**config.mk**
```make
export PLATFORM = sky130hd
export DESIGN_NAME = divider_restoring
export DESIGN_NICKNAME = d
export VERILOG_FILES = /design/src/rtl/divider_restoring_pkg.sv /design/src/rtl/divider_restoring_div_step.sv /design/src/rtl/divider_restoring.sv
export SDC_FILE = /design/constraint.sdc
export NUM_CORES = 1
export LEC_CHECK = 0
export CAP_MARGIN = 10
export CORE_MARGIN = 2
export CORE_UTILIZATION = 42
export CTS_CLUSTER_SIZE = 40
export DETAILED_ROUTE_END_ITERATION = 7
export PLACE_DENSITY = 0.7
export SLEW_MARGIN = 30
export SYNTH_ARGS = -nofsm -noshare
export SYNTH_HDL_FRONTEND = slang
export SYNTH_SLANG_ARGS = --single-unit
```
**constraint.sdc**
```tcl
create_clock -name clock -period 7.2 [get_ports clock]
set_clock_uncertainty 0.2 [all_clocks]
set_input_delay 0.72 -clock clock [delete_from_list [all_inputs] [get_ports clock]]
set_output_delay 0.72 -clock clock [all_outputs]
set_load 0.01 [all_outputs]
```
**src/rtl/divider_restoring_pkg.sv**
```systemverilog
// rtl/divider_restoring_pkg.sv - shared widths, state encoding and constants for the restoring divider
package divider_restoring_pkg;

    localparam int DVD_W = 16;
    localparam int DVS_W = 8;
    localparam int CNT_W = $clog2(DVD_W + 1);

    // Quotient reported when the divisor is zero
    localparam logic [DVD_W-1:0] DBZ_QUOTIENT = '1;

    typedef enum logic [1:0] {
        IDLE = 2'd0,
        CALC = 2'd1,
        DONE = 2'd2
    } state_t;

endpackage

```
**src/rtl/divider_restoring_div_step.sv**
```systemverilog
// rtl/divider_restoring_div_step.sv - one restoring-division iteration: shift, trial subtract, select
module divider_restoring_div_step
    import divider_restoring_pkg::*;
(
    input  logic [DVS_W:0]   r,
    input  logic [DVD_W-1:0] q,
    input  logic [DVS_W-1:0] d,
    output logic [DVS_W:0]   r_next,
    output logic [DVD_W-1:0] q_next
);

    logic [DVS_W+1:0] shifted;
    logic [DVS_W+1:0] trial;
    logic             borrow;

    // Shift {R,Q} left, subtract the divisor, keep the difference only when it did not borrow
    always_comb begin
        shifted = {r, q[DVD_W-1]};
        trial   = shifted - {2'b00, d};
        borrow  = trial[DVS_W+1];
        if (borrow) begin
            r_next = shifted[DVS_W:0];
            q_next = {q[DVD_W-2:0], 1'b0};
        end else begin
            r_next = trial[DVS_W:0];
            q_next = {q[DVD_W-2:0], 1'b1};
        end
    end

endmodule

```
**src/rtl/divider_restoring.sv**
```systemverilog
// rtl/divider_restoring.sv - sequential restoring divider, one quotient bit per clock
module divider_restoring
    import divider_restoring_pkg::*;
(
    input  logic                     clock,
    input  logic                     reset,
    input  logic                     start,
    input  logic [DVD_W-1:0]         dividend,
    input  logic [DVS_W-1:0]         divisor,
    output logic                     busy,
    output logic                     done,
    output logic                     div_by_zero,
    output logic [DVD_W-1:0]         quotient,
    output logic [DVS_W-1:0]         remainder,
    output logic [DVS_W+DVD_W:0]     register
);

    state_t           state;
    state_t           state_next;
    logic [DVS_W:0]   r;
    logic [DVD_W-1:0] q;
    logic [DVS_W-1:0] d;
    logic [CNT_W-1:0] count;
    logic [DVS_W:0]   r_step;
    logic [DVD_W-1:0] q_step;

    divider_restoring_div_step u_step (
        .r      (r),
        .q      (q),
        .d      (d),
        .r_next (r_step),
        .q_next (q_step)
    );

    // State register
    always_ff @(posedge clock or negedge reset) begin
        if (!reset) begin
            state <= IDLE;
        end else begin
            state <= state_next;
        end
    end

    // Next-state: a zero divisor skips the iterations and goes straight to DONE
    always_comb begin
        state_next = state;
        case (state)
            IDLE: begin
                if (start) begin
                    state_next = (divisor == '0) ? DONE : CALC;
                end
            end
            CALC: begin
                if (count == CNT_W'(1)) begin
                    state_next = DONE;
                end
            end
            DONE:    state_next = IDLE;
            default: state_next = IDLE;
        endcase
    end

    // Outputs decoded from state
    always_comb begin
        busy = (state != IDLE);
    end

    // Working register, counter and result registers; a captured divisor of zero marks the divide-by-zero path
    always_ff @(posedge clock or negedge reset) begin
        if (!reset) begin
            r           <= '0;
            q           <= '0;
            d           <= '0;
            count       <= '0;
            done        <= 1'b0;
            div_by_zero <= 1'b0;
            quotient    <= '0;
            remainder   <= '0;
        end else begin
            done <= 1'b0;
            case (state)
                IDLE: begin
                    if (start) begin
                        q     <= dividend;
                        r     <= '0;
                        d     <= divisor;
                        count <= (divisor == '0) ? '0 : CNT_W'(DVD_W);
                    end
                end
                CALC: begin
                    r     <= r_step;
                    q     <= q_step;
                    count <= count - CNT_W'(1);
                end
                DONE: begin
                    done <= 1'b1;
                    if (d == '0) begin
                        quotient    <= DBZ_QUOTIENT;
                        remainder   <= '0;
                        div_by_zero <= 1'b1;
                    end else begin
                        quotient    <= q;
                        remainder   <= r[DVS_W-1:0];
                        div_by_zero <= 1'b0;
                    end
                end
                default: ;
            endcase
        end
    end

    // Debug view of the working register
    always_comb begin
        register = {r, q};
    end

endmodule

```
==> Word level (Yosys, flattened, before mapping) <==
Index checks and enable logic that the tools add are counted.
{ "op_classes": {"add_sub_neg": 2, "n_eq_ne": 5, "n_mux": 17, "reduce_logical": 8} }
{ "op_table": {"columns": ["operator", "count"], "rows": [
  ["$mux W16", 2],
  ["$pmux W16 S2", 1],
  ["$mux W9", 2],
  ["$pmux W9 S2", 1],
  ["$logic_not A8 Y1", 2],
  ["$mux W5", 2],
  ["$pmux W5 S2", 1],
  ["$sub A10 B8 Y10", 1],
  ["$mux W8", 1],
  ["$mux W2", 3],
  ["$reduce_and A2 Y1", 3],
  ["$eq A5 B1 Y1 const B", 1],
  ["$sub A5 B1 Y5 const B", 1],
  ["$ne A2 B2 Y1 const B", 2],
  ["$pmux W2 S2", 1],
  ["$reduce_bool A2 Y1", 2],
  ["$mux W1", 3],
  ["$eq A2 B1 Y1 const B", 1],
  ["$eq A2 B2 Y1 const B", 1],
  ["$logic_not A2 Y1", 1]
]} }
{ "totals": {"reg_bits": 66, "inputBits": 27, "out_inout_bits": 52, "word_cells": 41} }

==> Depth between registers and ports, before layout <==
{ "logic_depth": {"depth_word": 4, "mapped_depth": 9, "mapped_depth_nobuf": 9} }

==> Hierarchy <==
A second synthesis with hierarchy kept.
{ "unflattened": {"hier_cells": 351, "hier_area_um2": 3492.1} }
{ "by_module_without_submodules": {"columns": ["module", "instances", "cells_per_inst", "area_per_inst_um2", "seq_area_each_um2"], "rows": [
  ["divider_restoring", 1, 264, 2813.9, 1651.6],
  ["divider_restoring_div_step", 1, 87, 678.2, 0.0]
]} }

==> Worst setup path after synthesis <==
OpenSTA, ideal clock, no wires.
{ "synth_path": {"kind": "register to register", "start": "register r[5]", "end": "register r[0]", "setup_time_ps": 121, "t_arrival_ps": 2010, "t_required_ps": 6879, "path_slack_ps": 4869, "path_stages_with_launch": 8, "n_path_buf": 0, "path_cell_list": "dfrtp_1 ha_1 and3_2 a221oi_2 a21boi_4 xnor2_4 mux2i_1 a22o_1"} }
{ "synth_via": {"elab_chain_cells": 3} }
{ "synth_lines": {"columns": ["item", "line", "text"], "rows": [
  ["start: declaration", "divider_restoring.sv:20", "logic [DVS_W:0] r;"],
  ["start signal: assignment", "divider_restoring.sv:91", "r <= r_step;"],
  ["$sub A10 B8 Y10", "divider_restoring_div_step.sv:19", "trial = shifted - {2'b00, d};"],
  ["$mux W9", "divider_restoring_div_step.sv:21", "if (borrow) begin"],
  ["$pmux W9 S2", "divider_restoring.sv:81", "case (state)"]
]} }
Every way passes these cells.
A chain may end at the register's enable or synchronous reset.

==> Worst setup path after layout <==
{ "layout_path": {"start": "input port start", "end": "register d[0]"} }
{ "layout_via": {"elab_chain_cells": 1} }
{ "layout_lines": {"columns": ["item", "line", "text"], "rows": [
  ["start: declaration", "divider_restoring.sv:7", "input logic start,"],
  ["$reduce_and A2 Y1 (no line)", null, null],
  ["end signal: assignment", "divider_restoring.sv:86", "d <= divisor;"],
  ["end: declaration", "divider_restoring.sv:22", "logic [DVS_W-1:0] d;"]
]} }
Every way passes these cells.

==> flow_metrics.env <==
export IMPL_status="completed"
export IMPL_area_delta_synth_final_pct=34.92
export IMPL_postSynthNetCount=342
export IMPL_top_layer_used="met4"
export IMPL_vias_per_cell=5.158
export IMPL_syn_avg_cell_area_um2=10.49
export IMPL_initial_core_util=0.4374
export IMPL_hold_path_class="register to register"
export IMPL_rsz0062_at_grt="false"
export IMPL_critPathLaunch="start"
export IMPL_netlist_instances=304
export IMPL_num_antenna_cells=0
export IMPL_async_flop_share=1.000
export IMPL_cts_hold_fix_buffers=0
export IMPL_synth_edf_count=0
export IMPL_setup_tns_ps=0
export IMPL_gp_congestion=0.8579
export IMPL_rows=31
export IMPL_p_total_mw=2.234
export IMPL_crit_reg2reg_launch="state[0]"
export IMPL_required_ps=7220
export IMPL_cts_resized=0
export IMPL_final_common_cell="clkdlybuf4s50_1"
export IMPL_powerDensity_mw_per_mm2=519.2
export IMPL_finalHoldViolations=0
export IMPL_grt_first_pass_wirelength_um=12440
export IMPL_hpwl_um=5295
export IMPL_drc=0
export IMPL_slew_headroom=0.4347
export IMPL_antenna_left=0
export IMPL_clkSlewWorstSetupHoldPaths_ps=70
export IMPL_design_area_mm2=0.004303
export IMPL_tritoncts="done"
export IMPL_setup_viol=0
export IMPL_yosys_most_used_dff="dfrtp_1"
export IMPL_drt_total_wl_um=7580
export IMPL_cap_violations=0
export IMPL_netlist_cell_type_count=42
export IMPL_m1WireLength_um=3605
export IMPL_mostFrequentLayoutCells="77 x clkdlybuf4s50_1, 66 x dfrtp_1, 35 x o21ai_0"
export IMPL_post_cts_setup_buffer_count=0
export IMPL_instances_no_fill=486
export IMPL_clock_latency_ps=330
export IMPL_vias=2507
export IMPL_cts_inserted_buffers=9
export IMPL_io_pins=79
export IMPL_cp_start_kind="input port"
export IMPL_ff_latch_area_mm2=0.001652
export IMPL_drv_slew=0
export IMPL_worstSetupPathType="input port to register"
export IMPL_clock_sinks=66
export IMPL_nets=420
export IMPL_antenna_found_initial=0
export IMPL_cts_root_buf="clkbuf_8"
export IMPL_ys_seq_area_frac=0.5179
export IMPL_dp_cells=470
export IMPL_worstReg2RegEnd="quotient[11]"
export IMPL_die_y_um=91.14
export IMPL_fillers=656
export IMPL_max_clock_path_buffers=2
export IMPL_drtIter0Drc=122
export IMPL_dpl_cell_area_mm2=0.004051
export IMPL_r2r_setup_slack_ps=4070
export IMPL_crit_path_max_fanout=17
export IMPL_worstMarginPinSlew_ps=846.2
export IMPL_cp_end_kind="register"
export IMPL_dr_wl_met3_um=307
export IMPL_p_leak_nw=1.841
export IMPL_yosys_warnings=0
export IMPL_routed_wl_met2_um=3612
export IMPL_worst_r2r_cell_count=5
export IMPL_peakVddDrop_mv=0.1893
export IMPL_core_area_mm2=0.007292
export IMPL_grt_max_degree=67
export IMPL_grt_usage=0.1891
export IMPL_cp_endpoint="d[0]"
export IMPL_fmax_mhz=317.9
export IMPL_layout_drive_gt1_share=0.07494
export IMPL_fin_crit_sh=0.4369
export IMPL_ys_ff_latch=66
export IMPL_wire_per_inst_um=15.60
export IMPL_die_w_um=91.14
export IMPL_port_buffers=78
export IMPL_grt_overflow=0
export IMPL_grt_pass1_vias=2440
export IMPL_syn_cell_area_mm2=0.003189
export IMPL_dieArea_mm2=0.008307
export IMPL_htreeDepth=3
export IMPL_critical_path_arrival_ps=3170
export IMPL_multi_input_area_mm2=0.001425
export IMPL_drt_pass1_iterations=4
export IMPL_finalWorstPathRequiredPeriod_ps=3146
Yosys cell counts, types with 3 or more instances:
library cell / count / area share
dfrtp_1: 66 / 0.52
o21ai_0: 35 / 0.055
nand2_1: 33 / 0.039
a21oi_1: 19 / 0.030
o22a_1: 15 / 0.041
nor2b_1: 14 / 0.027
inv_1: 13 / 0.015
a22oi_1: 11 / 0.026
mux2i_1: 11 / 0.035
clkbuf_1: 10 / 0.012
ha_1: 10 / 0.039
a22o_1: 9 / 0.025
nor2_1: 8 / 0.0094
xnor2_1: 5 / 0.014
a31oi_1: 4 / 0.0078
nor4_1: 4 / 0.0078
a21o_1: 3 / 0.0071
buf_2: 3 / 0.0047
nand2b_1: 3 / 0.0059
per-layer routing:
metal | vias up | GRT usage
li1 | 1252 | -
met1 | 1195 | 0.2720
met2 | 58 | 0.2821
met3 | 2 | 0.03817
met4 | 0 | 0.07197
met5 | - | 0
critical path, stage by stage:
cell,delay [ps]
clkdlybuf4s50_1,790
nor2b_1,750
and2_1,520
mux2_2,380
logic make-up after synthesis:
family | Yosys count | synth area share
compound gates | 109 | 0.2299
xor+xnor | 7 | 0.02511
fa+ha+maj | 11 | 0.04551
buf+inv | 28 | 0.03531
flops | 66 | 0.5178
mux | 12 | 0.03806
simple gates | 71 | 0.1083
registers in the layout, summed over array words and instances (netlist names):
register / cells
d: 8
count: 5
remainder: 8
done: 1
state: 2
quotient: 16
q: 16
r: 9
div_by_zero: 1
final cells by class:
type | instances | area share
sequential | 66 | 0.3838
multi-input combinational | 210 | 0.3312
timing repair buffer | 81 | 0.1855
clock buffer | 10 | 0.03199
tap | 99 | 0.02879
clock inverter | 6 | 0.02646
inverter | 14 | 0.01221
power breakdown:
part           leakage (nW)  switching [mW]  internal [mW]
combinational         0.908           0.530          0.606
sequential            0.814           0.168          0.545
clock                 0.119           0.145          0.240
worst min-delay path by stage:
stage | from | to | cells past startpoint
finish | remainder[0] | remainder[0] | 2
global route | count[3] | count[3] | 1
CTS | remainder[0] | remainder[0] | 2
detailed placement | remainder[0] | remainder[0] | 2
global placement | remainder[0] | remainder[0] | 2
floorplan | reset | count[0] | 0
metrics by stage:
| step | setup slack [ps] | utilization | hold slack, ps |
|---|---|---|---|
| final | 4054 | 0.5901 | 286.4 |
| after global routing | 3712 | 0.5901 | 312.2 |
| after CTS | 4036 | 0.5901 | 292.9 |
| after detailed placement | 3746 | 0.5556 | 277.0 |
| after global placement | 3819 | 0.5556 | 263.6 |
| after floorplan | 4869 | - | 224.4 |
Power figures use the tool's default switching activity.
